`config.mk`:
```
export PLATFORM = sky130hd
export DESIGN_NAME = or_gate_4input
export DESIGN_NICKNAME = d
export VERILOG_FILES = /design/src/rtl/or4_pkg.sv /design/src/rtl/or_gate_2input.sv /design/src/rtl/or_gate_4input.sv
export SDC_FILE = /design/constraint.sdc
export NUM_CORES = 1
export LEC_CHECK = 0
export ABC_AREA = 1
export BUFFER_PORTS_ARGS = -buffer_cell sky130_fd_sc_hd__buf_4
export CORE_MARGIN = 1
export CORE_UTILIZATION = 42
export CTS_BUF_LIST = sky130_fd_sc_hd__clkbuf_4 sky130_fd_sc_hd__clkbuf_8 sky130_fd_sc_hd__clkbuf_16
export DETAILED_ROUTE_END_ITERATION = 6
export GPL_ROUTABILITY_DRIVEN = 0
export GPL_TIMING_DRIVEN = 0
export PLACE_DENSITY = 0.85
export SLEW_MARGIN = 20
export SYNTH_ARGS = -nofsm -noshare
export SYNTH_HDL_FRONTEND = slang
export SYNTH_SLANG_ARGS = --single-unit
```
`constraint.sdc`:
```
create_clock -name clk -period 1.5 [get_ports clk]
set_input_delay 0.3 -clock clk [delete_from_list [all_inputs] [get_ports clk]]
set_output_delay 0.3 -clock clk [all_outputs]
set_load 0.005 [all_outputs]
```
`src/rtl/or4_pkg.sv`:
```
// Shared definitions for the registered 4-input masked OR (or_gate_4input).
package or4_pkg;
    localparam int N_IN               = 4;
    localparam int DEFAULT_DATA_WIDTH = 32;

    typedef logic [N_IN-1:0] mask_t;
endpackage

```
`src/rtl/or_gate_2input.sv`:
```
// Combinational 2-operand masked OR: each operand is ANDed with its mask bit before the OR,
// so an X on a masked-out operand never reaches y.
module or_gate_2input #(
    parameter int DATA_WIDTH = 32
) (
    input  logic [DATA_WIDTH-1:0] a,
    input  logic [DATA_WIDTH-1:0] b,
    input  logic                  mask_a,
    input  logic                  mask_b,
    output logic [DATA_WIDTH-1:0] y
);
    assign y = (a & {DATA_WIDTH{mask_a}}) | (b & {DATA_WIDTH{mask_b}});
endmodule

```
`src/rtl/or_gate_4input.sv`:
```
// Registered 4-input masked bitwise OR with valid and result-zero flags.
// Optional OR4_OVERLAP_CHECK_EN adds a registered overlap flag (bit set in >=2 unmasked operands).
module or_gate_4input
    import or4_pkg::*;
#(
    parameter int DATA_WIDTH = DEFAULT_DATA_WIDTH
) (
    input  logic                  clk,
    input  logic                  rst_n,
    input  logic                  in_valid,
    input  logic [3:0]            in_mask,
    input  logic [DATA_WIDTH-1:0] din1,
    input  logic [DATA_WIDTH-1:0] din2,
    input  logic [DATA_WIDTH-1:0] din3,
    input  logic [DATA_WIDTH-1:0] din4,
    output logic [DATA_WIDTH-1:0] result,
    output logic                  out_valid,
`ifdef OR4_OVERLAP_CHECK_EN
    output logic                  overlap,
`endif
    output logic                  result_zero
);
    mask_t                 mask;
    logic [DATA_WIDTH-1:0] or_12;
    logic [DATA_WIDTH-1:0] or_34;
    logic [DATA_WIDTH-1:0] or_all;

    logic [DATA_WIDTH-1:0] result_d, result_q;
    logic                  out_valid_d, out_valid_q;
    logic                  result_zero_d, result_zero_q;

    assign mask = in_mask;

    // Masking happens at the leaves; the root combines already-masked partials.
    or_gate_2input #(.DATA_WIDTH(DATA_WIDTH)) u_or_12 (
        .a(din1), .b(din2), .mask_a(mask[0]), .mask_b(mask[1]), .y(or_12)
    );
    or_gate_2input #(.DATA_WIDTH(DATA_WIDTH)) u_or_34 (
        .a(din3), .b(din4), .mask_a(mask[2]), .mask_b(mask[3]), .y(or_34)
    );
    or_gate_2input #(.DATA_WIDTH(DATA_WIDTH)) u_or_root (
        .a(or_12), .b(or_34), .mask_a(1'b1), .mask_b(1'b1), .y(or_all)
    );

    always_comb begin
        result_d      = result_q;
        out_valid_d   = 1'b0;
        result_zero_d = result_zero_q;
        if (in_valid) begin
            result_d      = or_all;
            out_valid_d   = 1'b1;
            result_zero_d = (or_all == '0);
        end
    end

    always_ff @(posedge clk) begin
        if (!rst_n) begin
            result_q      <= '0;
            out_valid_q   <= 1'b0;
            result_zero_q <= 1'b1;
        end else begin
            result_q      <= result_d;
            out_valid_q   <= out_valid_d;
            result_zero_q <= result_zero_d;
        end
    end

    assign result      = result_q;
    assign out_valid   = out_valid_q;
    assign result_zero = result_zero_q;

`ifdef OR4_OVERLAP_CHECK_EN
    logic [DATA_WIDTH-1:0] m1, m2, m3, m4;
    logic                  overlap_now;
    logic                  overlap_d, overlap_q;

    assign m1 = din1 & {DATA_WIDTH{mask[0]}};
    assign m2 = din2 & {DATA_WIDTH{mask[1]}};
    assign m3 = din3 & {DATA_WIDTH{mask[2]}};
    assign m4 = din4 & {DATA_WIDTH{mask[3]}};

    // Per-bit population count of the unmasked operands; two or more set bits is an overlap.
    always_comb begin
        logic [2:0] cnt;
        overlap_now = 1'b0;
        for (int i = 0; i < DATA_WIDTH; i++) begin
            cnt = {2'b00, m1[i]} + {2'b00, m2[i]} + {2'b00, m3[i]} + {2'b00, m4[i]};
            if (cnt >= 3'd2) overlap_now = 1'b1;
        end
    end

    always_comb begin
        overlap_d = overlap_q;
        if (in_valid) overlap_d = overlap_now;
    end

    always_ff @(posedge clk) begin
        if (!rst_n) overlap_q <= 1'b0;
        else        overlap_q <= overlap_d;
    end

    assign overlap = overlap_q;
`endif
endmodule

```
==> results_dict.tcl <==
set metrics [dict create \
    status "complete, no violations" \
    core_area_sq_um 4790 \
    synth_seq_cells 34 \
    hold-worst-slack_ps 301 \
    synthTopCellsByArea "nand2_1 35%, dfxtp_1 32%, a21oi_1 8.3%" \
    worstSkewPairLatency_ps 280 \
    antenna_cells 0 \
    ys.flop_type "dfxtp_1" \
    die_h_um 72.8 \
    synth_top_area_frac 0.350 \
    tightest_slew_ps 533 \
    cts_tree "built" \
    holdPathStages 3 \
    slowest_delay_ps 200 \
    clk_pin_slew_ps 60 \
    routed_wl_mm 8.08 \
    htreeDepth 2 \
    powerDensity_nw_per_um2 695 \
    boundaryPins 169 \
    syn_area_sq_um 2100 \
    max_freq_mhz 797 \
    maxCapViolations 0 \
    yosysTopAreaCell "nand2_1" \
    use_met2 0.544 \
    syn-num-nets 502 \
    ant_nets 0 \
    drc_errors 0 \
    multiInputGateArea_sq_um 1280 \
    seq_area_sq_um 681 \
    first_iter_violations 176 \
    grt-ovfl-total 0 \
    timing.final.ws_setup_ps 246 \
    timing.rr.end "result[23]$_SDFFE_PN0P_" \
    synth_edf_count 0 \
    reg2reg_slack_ps 740 \
    reg2reg_from "result[23]$_SDFFE_PN0P_" \
    final_area_sq_um 3520 \
    busiest_layer "met2" \
    cts_setup_buffers 0 \
    ys_async_sr_fraction 0 \
    cp_common_cell "nand2_1" \
    hold_viol 0 \
    hold-path-endpoint "result[27]$_SDFFE_PN0P_" \
    hold_class "input port to register" \
    via_per_inst 4.97 \
    grt_use_total 0.302 \
    post-route-min-period_ps 1250 \
    area_growth_syn_to_layout_pct 67.3 \
    worstHoldStart "din2[27]" \
    cts_made_buffers 5 \
    hold_buffers 0 \
    met1_usage 0.362 \
    antenna_found_initial 0 \
    grt_max_degree 11 \
    irDropWorstVdd_v 0.000452 \
    crit_type "input port to register" \
    clock_path_buffers 2 \
    cp.arrival_ps 1480 \
    finalSetupViolCount 0 \
    nets 676 \
    ys_seq_area_frac 0.323 \
    die_x_um 72.8 \
    place_area_sq_um 3440 \
    avgSynthCellArea_sq_um 5.73 \
    crit_buf_inv 2 \
    drive_gt1_frac 0.360 \
    ctsResizeCount 0 \
    post-route-period-util 0.836 \
    relSlewSlack 0.644 \
    synth.distinct_cells 16 \
    numPortBuffers 167 \
    final.setup.tns_ps 0 \
    crit_slowest_cell "buf_2" \
    crit_fanout 10 \
    grt_pass1_vias 2735 \
    hpwlAfterDp_mm 6.37 \
    grt_pass1_wl_mm 12.3 \
    n_fill_cell 443 \
    num_rows 25 \
    root_buffer "clkbuf_8" \
    gr-usage-met3 0.0635 \
    rsz0062_at_grt "false" \
    dr.pass1.iters 4 \
    die_area_sq_um 5300 \
    ys_warn_count 0 \
    clock-sinks 34 \
    fin_util 0.736 \
    maxSlewViolCount 0 \
    p_leak_nw 1.94 \
    worstPathRequired_ps 1730 \
    netlist_instances 367 \
    endpoint_kind "register" \
    cp_top_family "simple AND/OR/NAND/NOR gates" \
    worstSetupStartpointType "input port" \
    crit_chain "buf_4 -> buf_2 -> nand2_1 -> nand2_1 -> nor2_1 -> nand2_1 -> nor2_1 -> nand2_1 -> nor2_1 -> nand3_1 -> nand2_1" \
    wl_per_cell_um 13.3 \
    initial_core_util 0.440 \
    skew_ps 0 \
    place_ws_ps 4.52 \
    dr_total_vias 3020 \
    r2r_cells 2 \
]
final cells by class:
class                      count  share of cell area
multi-input combinational    309               0.365
timing repair buffer         167               0.356
sequential                    34               0.193
buffer                        22              0.0377
tap                           67              0.0238
clock buffer                   5              0.0195
clock inverter                 2             0.00284
inverter                       2             0.00213
synth_stat cells, types with 2 or more instances:
cell	number
inv_1	2
nand2_1	196
nand3_1	5
buf_6	5
clkbuf_1	9
nand4_1	2
o21ai_0	31
nor2_2	7
a21oi_1	35
nor2_1	30
dfxtp_1	34
buf_2	7
worst max path at each step:
stage / startpoint / to / slack, ps / depth (start not counted)
finish: in_mask[0] / result_zero$_SDFFE_PN1P_ / 250 / 11
global placement: in_mask[0] / result_zero$_SDFFE_PN1P_ / 30 / 11
detailed placement: in_mask[0] / result_zero$_SDFFE_PN1P_ / 5 / 11
floorplan: in_mask[0] / result_zero$_SDFFE_PN1P_ / 400 / 10
global route: in_mask[0] / result_zero$_SDFFE_PN1P_ / 140 / 11
CTS: in_mask[0] / result_zero$_SDFFE_PN1P_ / 290 / 11
registers in the layout, indices dropped and copies added, names as in the netlist:
register / cells
result: 32
result_zero: 1
out_valid: 1
worst reg2reg max path, cell delays in order (launching register included):
cell     delay (ps)
dfxtp_1         310
o21ai_0         230
a21oi_1          90
layer usage:
metal  vias up  part of all wire
li1       1508                 -
met1      1347              0.39
met2       152              0.51
met3        13             0.079
met4         0             0.016
met5         -                 0
logic make-up (layout without fill, tap and decap cells):
group	Yosys count	count (layout)	share of synthesized area
simple gates	241	241	0.445
flops	34	34	0.323
buf+inv	24	198	0.0666
compound gates	68	68	0.165
power by group:
part	internal, W	switching, W
Sequential	0.000977	0.0000384
Combinational	0.000440	0.000358
Clock	0.000311	0.000321
Total	0.00173	0.000718
cells in the final DEF (no fill, tap or decap), drive strengths merged:
| cell | instances |
|---|---|
| nand3 | 5 |
| dfxtp | 34 |
| o21ai | 31 |
| buf | 180 |
| inv | 2 |
| nand4 | 2 |
| a21boi | 1 |
| a21oi | 35 |
| o211a | 1 |
| clkinv | 2 |
| nor2 | 37 |
| clkbuf | 14 |
| nand2 | 197 |
through the flow:
stage	instances	total power (W)
global route	608	0.00257
floorplan	367	0.00135
CTS	608	0.00245
detailed placement	601	0.00183
finish	608	0.00245
global placement	601	0.00181
Power figures use the tool's default switching activity.
